**src/rtl/regfile_wb_queue.sv**
```systemverilog
// Writeback queue for the register file: merges ALU and load write requests into an
// in-order FIFO, drains one entry per cycle to the write port, and forwards queued values.
`timescale 1ns/1ps

module regfile_wb_queue #(
    parameter int n     = 16,
    parameter int r     = 3,
    parameter int DEPTH = 4
) (
    input  logic                         clock,
    input  logic                         reset,
    input  logic                         alu_valid,
    output logic                         alu_ready,
    input  logic [r-1:0]                 alu_addr,
    input  logic [n-1:0]                 alu_data,
    input  logic                         mem_valid,
    output logic                         mem_ready,
    input  logic [r-1:0]                 mem_addr,
    input  logic [n-1:0]                 mem_data,
    input  logic                         wr_hold,
    output logic                         regWrite,
    output logic [r-1:0]                 writeAddr3,
    output logic [n-1:0]                 writeData3,
    input  logic [r-1:0]                 fwd_addr1,
    input  logic [r-1:0]                 fwd_addr2,
    output logic                         fwd_hit1,
    output logic [n-1:0]                 fwd_data1,
    output logic                         fwd_hit2,
    output logic [n-1:0]                 fwd_data2,
    output logic [$clog2(DEPTH+1)-1:0]   pending_count,
    output logic                         full,
    output logic                         empty
);
    localparam int PW = $clog2(DEPTH);
    localparam int CW = $clog2(DEPTH+1);

    logic [r-1:0]  r_addr [DEPTH];
    logic [n-1:0]  r_data [DEPTH];
    logic [PW-1:0] r_head;
    logic [PW-1:0] r_tail;
    logic [CW-1:0] r_count;

    logic          w_full;
    logic          w_empty;
    logic          w_accMem;
    logic          w_accAlu;
    logic          w_enq;
    logic          w_deq;
    logic [r-1:0]  w_enqAddr;
    logic [n-1:0]  w_enqData;
    logic [PW-1:0] w_idx;

    assign w_full  = (r_count == CW'(DEPTH));
    assign w_empty = (r_count == '0);

    // Loads are older than ALU results, so mem always wins the single enqueue slot.
    assign mem_ready = !reset && !w_full;
    assign alu_ready = !reset && !w_full && !mem_valid;

    assign w_accMem  = mem_valid && mem_ready;
    assign w_accAlu  = alu_valid && alu_ready;
    assign w_enqAddr = w_accMem ? mem_addr : alu_addr;
    assign w_enqData = w_accMem ? mem_data : alu_data;
    assign w_enq     = (w_accMem || w_accAlu) && (w_enqAddr != '0);
    assign w_deq     = regWrite;

    assign regWrite      = !w_empty && !wr_hold;
    assign writeAddr3    = w_empty ? '0 : r_addr[r_head];
    assign writeData3    = w_empty ? '0 : r_data[r_head];
    assign pending_count = r_count;
    assign full          = w_full;
    assign empty         = w_empty;

    always_ff @(posedge clock) begin
        if (reset) begin
            r_head  <= '0;
            r_tail  <= '0;
            r_count <= '0;
        end else begin
            if (w_enq) r_tail <= r_tail + 1'b1;
            if (w_deq) r_head <= r_head + 1'b1;
            case ({w_enq, w_deq})
                2'b10:   r_count <= r_count + 1'b1;
                2'b01:   r_count <= r_count - 1'b1;
                default: r_count <= r_count;
            endcase
        end
    end

    always_ff @(posedge clock) begin
        if (!reset && w_enq) begin
            r_addr[r_tail] <= w_enqAddr;
            r_data[r_tail] <= w_enqData;
        end
    end

    // Walk oldest to youngest so a later match overwrites an earlier one.
    always_comb begin
        fwd_hit1  = 1'b0;
        fwd_data1 = '0;
        fwd_hit2  = 1'b0;
        fwd_data2 = '0;
        w_idx     = '0;
        for (int i = 0; i < DEPTH; i++) begin
            w_idx = r_head + PW'(i);
            if (CW'(i) < r_count) begin
                if (fwd_addr1 != '0 && r_addr[w_idx] == fwd_addr1) begin
                    fwd_hit1  = 1'b1;
                    fwd_data1 = r_data[w_idx];
                end
                if (fwd_addr2 != '0 && r_addr[w_idx] == fwd_addr2) begin
                    fwd_hit2  = 1'b1;
                    fwd_data2 = r_data[w_idx];
                end
            end
        end
    end
endmodule
```
**config.mk**
```make
export PLATFORM = sky130hd
export DESIGN_NAME = regfile_wb_queue
export DESIGN_NICKNAME = d
export VERILOG_FILES = /design/src/rtl/regfile_wb_queue.sv
export SDC_FILE = /design/constraint.sdc
export NUM_CORES = 1
export LEC_CHECK = 0
export BUFFER_PORTS_ARGS = -buffer_cell sky130_fd_sc_hd__buf_2
export CORE_MARGIN = 8
export CORE_UTILIZATION = 52
export DETAILED_ROUTE_END_ITERATION = 8
export PLACE_DENSITY = 0.74
export RECOVER_POWER = 100
export SYNTH_ARGS = -nofsm -noshare
export SYNTH_HDL_FRONTEND = slang
export SYNTH_SLANG_ARGS = --single-unit
```
**constraint.sdc**
```tcl
create_clock -name clock -period 3 [get_ports clock]
set_input_delay 0.15 -clock clock [delete_from_list [all_inputs] [get_ports clock]]
set_output_delay 0.15 -clock clock [all_outputs]
set_load 0.05 [all_outputs]
```
# == After elaboration in Yosys (flattened, before gate mapping) ==
# Memories as Yosys holds them, arrays and structs flattened. A register that Yosys moved wholly into a read port is not among the register bits.
# Cells that the tools add are included.
# word_totals
register_bits,7
ram_bits,76
input_bits,49
output_inout_bits,61
word_cells,95
mem_count,2
# classes
add_sub_neg,6
n_lt_le_gt_ge,4
n_eq_ne,11
mux,43
reduce_logical,26
# mem_list
name,depth,word_bits,read_ports,rd_clocked_by_memory_dff,wr,line,rtl
r_data,4,16,4,1,1,38,logic [n-1:0] r_data [DEPTH];
r_addr,4,3,4,1,1,37,logic [r-1:0] r_addr [DEPTH];
# ops
op,n
$mux 16,18
$eq 3x3->1,8
$mux 1,18
$logic_and 1x1->1,15
$reduce_bool 3->1,3
$mux 2,4
$lt 1x3->1 const A,2
$lt 2x3->1 const A,2
$mux 3,2
$pmux 3 s2,1
$logic_not 1->1,5
$add 2x1->2 const B,2
$add 2x2->2 const B,2
$add 3x1->3 const B,1
$eq 3x3->1 const B,1
$logic_not 3->1,1
$sub 3x1->3 const B,1
$eq 2x1->1 const B,1
$eq 2x2->1 const B,1
$reduce_bool 2->1,1
$logic_or 1x1->1,1

# == Longest topological paths before layout ==
# Gate-level depths: netlist (run 1).
# depth
ltp_word,10
ltp_mapped,10
depth_no_buf,10

# == Worst setup path before layout (run 1) ==
# OpenSTA, ideal clock, no wires.
# synth_timing
path_kind,register to register
start,reg r_count[0] (netlist: pending_count[0])
end,reg r_count[2] (netlist: pending_count[2])
setup_ps,71
arrival_ps,3722
required_time_ps,2929
setup_slack_ps,-794
path_stages_with_launch,10
path_buffers,0
synth_period_minus_slack_ps,3794
path_cell_list,dfxtp_1 inv_1 ha_1 a21oi_2 nand2_1 mux2_2 o31ai_2 ha_1 or3_1 a21oi_1
# synth_via
elab_chain_len,9
word_cells_on_any_way,19
cone_classes,add/sub (2); eq/ne (3); mux (2); reduce/logical (12)
# synth_lines
element,line,rtl
start: declaration,41,logic [CW-1:0] r_count;
start signal: assignment,83,2'b10: r_count <= r_count + 1'b1;
start signal: assignment,84,2'b01: r_count <= r_count - 1'b1;
start signal: assignment,85,default: r_count <= r_count;
$eq 3x3->1 (*),53,assign w_full = (r_count == CW'(DEPTH));
$logic_not 1->1 (*),57,assign mem_ready = !reset && !w_full;
$logic_and 1x1->1 (*),57,
named net mem_ready,17,"output logic mem_ready,"
$logic_and 1x1->1 (*),60,assign w_accMem = mem_valid && mem_ready;
$mux 3 (*),62,assign w_enqAddr = w_accMem ? mem_addr : alu_addr;
named net w_enqAddr[0],49,logic [r-1:0] w_enqAddr;
$reduce_bool 3->1 (*),64,assign w_enq = (w_accMem || w_accAlu) && (w_enqAddr != '0);
$logic_and 1x1->1 (*),64,
$eq 2x1->1 / $eq 2x2->1 (equally long branches),82,"case ({w_enq, w_deq})"
$pmux 3 s2 / $reduce_bool 2->1 (equally long branches),--,
# Mark *: on every way through the listed nets, which the timed path passes. The rest lies on a longest branch.
# A chain may end at the register's enable or synchronous reset.

==> results of run 1 <==
-- cells in the final DEF, fill, tap and decap left out, drive strengths merged, types with 9 or more instances in the layout --
cell type  instances
o21ai             17
nor2              34
xnor2             10
nand2             45
o22ai             20
xor2              11
a31oi             15
nand4             15
clkbuf            42
ha                 9
and2              22
mux2i             37
or3               20
mux2              36
mux4              46
nand2b            16
edfxtp            76
inv               10
dfxtp              9
buf              124
a21oi             21
o221a             15
-- per-layer routing --
layer | share of wire | routed length [µm]
met5 | 0 | 0
met3 | 0.11 | 2179
met4 | 0.019 | 354
met1 | 0.43 | 8180
met2 | 0.44 | 8267
-- sequential cells by signal, summed over array words and instances (netlist names), named ones only --
signal,cells
pending_count,3
r_tail,2
r_head,2
r_addr,12
r_data,64
-- layout make-up --
type,count,area share
clock buffer,13,0.03545
clock inverter,3,0.005042
inverter,10,0.004727
multi-input combinational,418,0.4826
sequential,85,0.3113
tap,168,0.02647
timing repair buffer,153,0.1344
-- worst max-delay path: stages, from the launching register on --
cell and delay, ns:
edfxtp_1 0.43, mux4_2 0.57, mux2i_1 0.14, or3_1 0.32, a21oi_2 0.19, buf_12 0.20, mux2i_1 0.25, o221a_1 0.23
buf_6 0.16
-- cells by family (layout without fill, tap and decap cells) --
| group | Yosys count | after routing | synth area share |
|---|---|---|---|
| and+or+nand+nor | 169 | 169 | 0.1329 |
| muxes | 119 | 119 | 0.2806 |
| AOI/OAI and AO/OA | 100 | 100 | 0.1138 |
| DFF | 85 | 85 | 0.3814 |
| buffers and inverters | 58 | 179 | 0.04535 |
| xor gates and xnor gates | 21 | 21 | 0.02849 |
| adders and majority gates | 9 | 9 | 0.01744 |
-- per-stage QoR --
stage                 util  instance area [µm²]  setup TNS (ns)  total power [mW]  cells
floorplan                -                 6531          -19.40             4.551    561
global placement    0.6027                 7269               0             5.404    818
detailed placement  0.6027                 7269               0             5.464    818
CTS                 0.6361                 7672       -0.006644             6.680    835
global route        0.6584                 7941          -1.252             7.139    850
finish              0.6584                 7941               0             6.856    850
-- what timing repair did --
action / in CTS / in global routing
setup buffers: 1 / 12
resized for setup: 27 / 69
pin swaps: 0 / 5
gates cloned: 0 / 3
endpoints found under the setup margin: 33 / 33
-- Yosys cell counts (10+ instances only) --
cell | count | area, µm²
o22ai_1 | 18 | 112.6
nand4_1 | 15 | 93.84
a21oi_1 | 19 | 95.09
a31oi_1 | 15 | 93.84
xnor2_1 | 10 | 87.58
nor2_1 | 34 | 127.6
mux4_2 | 46 | 1036
and2_1 | 21 | 131.4
xor2_1 | 11 | 96.34
nand2b_1 | 16 | 100.1
mux2_2 | 36 | 405.4
clkbuf_1 | 22 | 82.58
nand2_1 | 45 | 168.9
or3_1 | 20 | 125.1
inv_1 | 10 | 37.54
edfxtp_1 | 76 | 2282
mux2i_1 | 37 | 370.4
o221a_1 | 13 | 146.4
o21ai_0 | 11 | 55.05
-- power breakdown --
group / internal, mW / switching, mW
combinational: 1.51 / 2.67
clock: 0.738 / 0.404
sequential: 1.42 / 0.116
total: 3.66 / 3.19
-- how the worst max path moves through the flow --
stage / endpoint / depth (start not counted)
after CTS: fwd_data1[1] / 8
after floorplan: r_addr[0][0] / 7
after detailed placement: fwd_data2[2] / 9
final: fwd_data1[14] / 8
after global routing: fwd_data1[2] / 8
after global placement: fwd_data2[2] / 7
==> impl_results.md, run 1 <==
* Via density at 6.292
* Worst slack, placed at 0.1923 ns
* Ys async rst share at 0
* CTS clk-pin slew, worst paths at 0.06 ns
* Achievable Freq at 0.3352 GHz
* Syn avg cell area at 11.51 µm²
* Syn Inst Count at 561
* Sequential share of the synthesized area at 0.3814
* Worst-path maximum fanout at 18
* Initial antenna violation count at 0
* Multi-input logic area at 3832 µm²
* Start point of the critical path: r_addr[0][1]
* Reg2Reg Depth at 9
* CP required at 2.85 ns
* Worst R2R End: pending_count[2]
* Initial core utilization at 0.5353
* GRT busiest layer: met2
* Sink Count at 85
* Netlist cell types at 52
* Met3 Use GR at 0.07987
* Worst Path Arrival at 2.83 ns
* Vias in the first global route at 5134
* Total track usage at 0.2264
* Cts hold-fix bufs at 0
* R2r startpoint: pending_count[0]
* Iteration-0 DRC count of the detailed router at 807
* Layout cells sized above 1 at 0.3548
* Met1 usage at 0.3211
* Hold Path Origin: reset
* Final hold slack at 0.1440 ns
* GPL Wtd Cong at 0.8868
* CTS buffer count at 9
* Clock Latency Late Sink at 0.33 ns
* Die ar. at 16240 µm²
* P_leak at 2.727 nW
* Final setup violation count at 0
* Routed Antenna Nets at 0
* Tcrit/Tclk final at 0.9945
* Critical path endpoint category: primary output
* Grt total ovfl at 0
* Port bufs at 109
* Worst Slack Setup Final at 0.01663 ns
* Status: completed
* Worst Hold Class: input pin to flip-flop
* Hold Fails Final Rpt at 0
* IO Count at 110
* Slew @ Worst Pin at 0.8545 ns
* Post-route clock skew at 0.009285 ns
* Die width at 127.4 µm
* YS warnings at 0
* Pin count of the biggest net entering global routing at 50
* Row Count at 40
* Detail Placement HPWL at 13940 µm
* MaxCap Viol Count at 0
* Pwr Density at 863.3 nW/µm²
* Rel. slew slack at 0.4304
* Register area at 2472 µm²
* Clk buf depth at 2
* Final #Nets at 735
* Filler instances at 916
* Reg2Reg Setup Slack at 0.18 ns
* Area Growth Syn to Fin at 23.00%
* N_diodes at 0
* Post-synth EDFFs at 76
* Synthesized Nets at 619
* Synthesized flop and latch total at 85
* Hold path endpoint: pending_count[0]
* Met2 GRT Util at 0.3225
* Crit Path Class: flip-flop to primary output
* Core area at 12060 µm²
* Post-DR wirelength/cell at 22.33 µm
* Drt drc at 0
* CTS Root Cell: clkbuf_16
* Die Ht at 127.4 µm
* RSZ-0062 raised after global routing: true
* Max-slew violations at 0
* Minimum clock period at 2.983 ns
* Vias at 5348
* H-tree lvl count at 3
* First-pass GRT wire length at 28830 µm
* CTS tree: done
* Hold Path Cell Cnt at 2
* Worst VDD drop at 0.5122 mV
* DR pass1 iterations at 5
* Critical Path Start Type: flip-flop
* Mapped cell area at 6456 µm²
* Ys flop type: edfxtp_1
* Routed wire length at 18980 µm
Note: power is estimated with default switching activity, not from simulation.
==> run 2: changes to the inputs <==
--- a/config.mk
+++ b/config.mk
@@ -9,7 +9,7 @@
 export CORE_MARGIN = 8
 export CORE_UTILIZATION = 52
 export DETAILED_ROUTE_END_ITERATION = 8
-export PLACE_DENSITY = 0.74
+export PLACE_DENSITY_LB_ADDON = 0.25
 export RECOVER_POWER = 100
 export SYNTH_ARGS = -nofsm -noshare
 export SYNTH_HDL_FRONTEND = slang
==> impl_results.md, run 2 (synthesized netlist as in run 1, its figures left out) <==
* Filler instances at 929
* M1 wire length at 8549 µm
* Final hold slack at 0.1313 ns
* GPL Wtd Cong at 0.8960
* Worst VDD drop at 0.5009 mV
* Commonest non-fill, non-tap cell in the layout: edfxtp_1
* Minimum clock period at 3.018 ns
* Clock Latency Late Sink at 0.33 ns
* CTS Root Cell: clkbuf_16
* Status: finished with violations
* Grt total ovfl at 0
* Pwr Density at 845.3 nW/µm²
* Rel. slew slack at 0.4207
* Via density at 6.393
* Total track usage at 0.2302
* Multi-input logic area at 3934 µm²
* Worst Hold Class: input pin to flip-flop
* N_diodes at 0
* Critical Path Start Type: flip-flop
* Placed instance area at 7269 µm²
* Buf+Inv Stages, Crit Path at 3
* Slew @ Worst Pin at 0.8689 ns
* Hold Fails Final Rpt at 0
* MaxCap Viol Count at 0
* Initial core utilization at 0.5353
* CTS clk-pin slew, worst paths at 0.06 ns
* Start point of the critical path: r_addr[0][1]
* Final #Nets at 737
* Largest Register: r_data
* CP cell instances: mux4_2 -> mux2i_1 -> or3_4 -> a21oi_4 -> buf_12 -> buf_12 -> mux2i_1 -> o221a_1 -> buf_6
* Met3 routed WL at 2057 µm
* Pin count of the biggest net entering global routing at 50
* H-tree lvl count at 3
* Cell area after layout at 8045 µm²
* Area Growth Syn to Fin at 24.61%
* CTS buffer count at 9
* Post-route clock skew at 0.002928 ns
* Detail Placement HPWL at 14170 µm
* Failing checks: negative setup slack
* RSZ-0062 raised after global routing: true
* DR pass1 iterations at 5
* CP top delay family: multiplexers
* Worst slack, placed at 0.1793 ns
* Die Ht at 127.4 µm
* Worst Slack Setup Final at -0.01781 ns
* Layout cells sized above 1 at 0.3830
* Row Count at 40
* Worst-path maximum fanout at 5
* Max Used Layer: met4
* Commonest non-fill, non-tap cells in the layout: edfxtp_1, buf_2, mux4_2, nand2_1
* Initial antenna violation count at 0
* Crit Path Class: flip-flop to primary output
* Routed wire length at 19560 µm
* Sink Count at 85
* IO Count at 110
* P_leak at 2.752 nW
* Die width at 127.4 µm
* Achievable Freq at 0.3314 GHz
* Tcrit/Tclk final at 1.006
* Final setup violation count at 7
* R2r startpoint: pending_count[0]
* Metal2 WL at 8660 µm
* Vias at 5447
* Hold Path Origin: reset
* Setup TNS at -0.05382 ns
* Routed Antenna Nets at 0
* CP required at 2.85 ns
* Worst Path Arrival at 2.87 ns
* Die ar. at 16240 µm²
* Post-DR wirelength/cell at 22.95 µm
* Worst path slowest cell: mux4_2
* Vias in the first global route at 5053
* Max incr delay on CP at 0.55 ns
* Drt drc at 0
* First-pass GRT wire length at 29040 µm
* Max reg flops at 64
* Core area at 12060 µm²
* Register area at 2471 µm²
* CTS tree: done
* Port bufs at 109
* Critical path endpoint category: primary output
* Iteration-0 DRC count of the detailed router at 643
* Max-slew violations at 0
* Clk buf depth at 2
## run 2: layer usage
metal / up-vias / global-route usage
li1: 2405 / -
met1: 2710 / 0.3278
met2: 308 / 0.3347
met3: 24 / 0.06614
met4: 0 / 0.06088
met5: - / 0
## run 2: repair_timing
item	CTS	global route
gates cloned	1	4
setup buffers	8	5
pin swaps	2	17
setup endpoints to repair	33	33
resized for setup	44	68
hold buffers	0	0
## run 2: cell type report
type,count,share of cell area
repair buffers,154,0.1414
inverters,10,0.004666
clock buffers,13,0.02986
flip-flops and latches,85,0.3072
multi-input cells,419,0.4890
well taps,168,0.02613
clock inverters,3,0.001866
## run 2: report_power, final
group	total, mW	switching [mW]	internal (mW)
Combinational	4.32	2.73	1.58
Sequential	1.53	0.116	1.42
Clock	0.949	0.392	0.556
Total	6.80	3.24	3.56
## run 2: worst paths after layout
check                endpoint  slack, ns  depth (start not counted)
max              fwd_data1[3]      -0.02                          9
min                 r_tail[1]       0.13                          2
max reg2reg  pending_count[2]       0.09                          9
min reg2reg         r_tail[1]       0.58                          2
## run 2: through the flow
step	total power, mW	cells	util
after floorplan	4.551	561	-
after global placement	5.431	818	0.6027
after detailed placement	5.480	818	0.6027
after CTS	6.607	843	0.6424
after global routing	7.070	852	0.6670
final	6.801	852	0.6670
==> run 3: changes to the inputs <==
==> constraint.sdc (replaced) <==
create_clock -name clock -period 3 [get_ports clock]
set_input_delay 0.75 -clock clock [delete_from_list [all_inputs] [get_ports clock]]
set_output_delay 0.75 -clock clock [all_outputs]
set_load 0.05 [all_outputs]
==> impl_results.md, run 3 (synthesized netlist as in run 1, its figures left out) <==
* Routed Antenna Nets at 0
* Comb power frac at 0.677
* Routed wire length at 21810 µm
* Hold Fails Final Rpt at 0
* MaxCap Viol Count at 0
* Pin count of the biggest net entering global routing at 49
* CTS buffer count at 9
* Clk buf depth at 2
* Die ar. at 16240 µm²
* Vias in the first global route at 5532
* Iteration-0 DRC count of the detailed router at 834
* Max reg flops at 64
* Initial antenna violation count at 0
* Commonest non-fill, non-tap cell in the layout: edfxtp_1
* Status: finished with violations
* DR pass1 iterations at 9
* Core area at 12060 µm²
* Sw Pwr at 3.590 mW
* Cts hold-fix bufs at 0
* Vias at 5897
* RSZ-0062 raised after global routing: true
* Met3 routed WL at 2129 µm
* Hold Path Origin: r_tail[1]
* Worst Hold Class: flip-flop to flip-flop
* Worst R2R End: pending_count[2]
* Area Growth Syn to Fin at 42.36%
* Worst VDD drop at 0.4634 mV
* Slew @ Worst Pin at 0.8861 ns
* Total track usage at 0.2443
* P_leak at 3.261 nW
* Grt total ovfl at 0
* Worst-path maximum fanout at 5
* Critical path endpoint category: primary output
* Post-route clock skew at 0.005640 ns
* Clk pwr share at 0.125
* Final core occ at 0.7620
* CP required at 2.25 ns
* Largest Register: r_data
* Switch share at 0.4724
* R2r startpoint: pending_count[0]
* Sink Count at 85
* Pwr Density at 826.8 nW/µm²
* Final setup violation count at 103
* Port bufs at 109
* Die Ht at 127.4 µm
* Setup TNS at -25.07 ns
* Failing checks: negative setup slack
* Via density at 6.538
* Rel. slew slack at 0.4093
* CTS tree: done
* Drt drc at 0
* IO Count at 110
* Start point of the critical path: r_addr[3][1]
* GPL Wtd Cong at 0.9061
* Setup crit end: fwd_data1[9]
* Post-DR wirelength/cell at 24.18 µm
* H-tree lvl count at 3
* CTS clk-pin slew, worst paths at 0.06 ns
* CTS Root Cell: clkbuf_16
* Achievable Freq at 0.2727 GHz
* Tcrit/Tclk final at 1.222
* Crit Path Class: flip-flop to primary output
* Commonest non-fill, non-tap cells in the layout: edfxtp_1, buf_2, buf_4, mux4_2, mux2i_1
* Detail Placement HPWL at 14360 µm
* Pint at 4.009 mW
* M1 wire length at 8519 µm
* Max-slew violations at 0
* Max Used Layer: met4
* N_diodes at 0
* Clock Latency Late Sink at 0.33 ns
* First-pass GRT wire length at 30990 µm
* Minimum clock period at 3.667 ns
* Die width at 127.4 µm
* Critical Path Start Type: flip-flop
* Row Count at 40
* Initial core utilization at 0.5353
* Worst Slack Setup Final at -0.6674 ns
* Final #Nets at 787
* Flop pwr share at 0.198
* Reg2Reg Setup Slack at -0.05 ns
* Filler instances at 715
* Worst Path Arrival at 2.92 ns
* Layout cells sized above 1 at 0.5177
* Metal2 WL at 10260 µm
* Reg2Reg Depth at 10
-- run 3: critical path, stage by stage, from the launching register on --
cell and delay [ns]:
edfxtp_1 0.44, mux4_2 0.54, mux2i_1 0.15, or3_4 0.34, a21oi_4 0.22, buf_12 0.16
buf_16 0.12, mux2i_1 0.20, o221a_2 0.23, buf_6 0.16
-- run 3: layout make-up --
class                           instances  area [µm²]  area share
Multi-Input combinational cell        421        4509      0.4906
Inverter                               10       37.54    0.004084
Sequential cell                        85        2469      0.2686
Clock inverter                          6       30.03    0.003267
Timing Repair Buffer                  202        1707      0.1857
Tap cell                              168       210.2     0.02287
Clock buffer                           10       229.0     0.02491
-- run 3: worst min path at each step --
stage | end | cells after the start
6_report | r_tail[1] | 2
5_1_grt | r_tail[1] | 2
3_5_place_dp | r_tail[1] | 2
4_1_cts | r_tail[1] | 2
3_3_place_gp | r_tail[1] | 2
2_1_floorplan | r_tail[1] | 2
-- run 3: timing repair --
action                                  4_1_cts  5_1_grt
pin swaps                                    13       25
setup buffers                                14        1
gates cloned                                  5        2
resized for setup                           108       64
endpoints found under the setup margin       34       34
-- run 3: layer usage --
metal | global-route usage | up-vias
met2 | 0.3838 | 435
met3 | 0.04201 | 79
met5 | 0 | -
met4 | 0.07768 | 0
li1 | - | 2511
met1 | 0.3366 | 2872
-- run 3: stage by stage --
| stage | setup WS [ns] | cell area (µm²) | hold slack [ns] | power, mW | instances |
|---|---|---|---|---|---|
| after global placement | -0.4324 | 7940 | 0.5386 | 5.782 | 864 |
| final | -0.6674 | 9191 | 0.5612 | 7.599 | 902 |
| after CTS | -0.6402 | 8821 | 0.5724 | 7.281 | 899 |
| after detailed placement | -0.5198 | 7940 | 0.5601 | 5.874 | 864 |
| after floorplan | -0.3318 | 6853 | 0.5175 | 4.704 | 561 |
| after global routing | -0.7611 | 9191 | 0.6075 | 7.832 | 902 |
-- run 3: power groups by stage --
stage / sequential, mW / clock (mW) / combinational [mW]
after floorplan: 1.53 / 0 / 3.17
after global placement: 1.51 / 0 / 4.27
after detailed placement: 1.53 / 0 / 4.35
after CTS: 1.50 / 0.969 / 4.81
after global routing: 1.52 / 1.00 / 5.32
final: 1.50 / 0.952 / 5.14
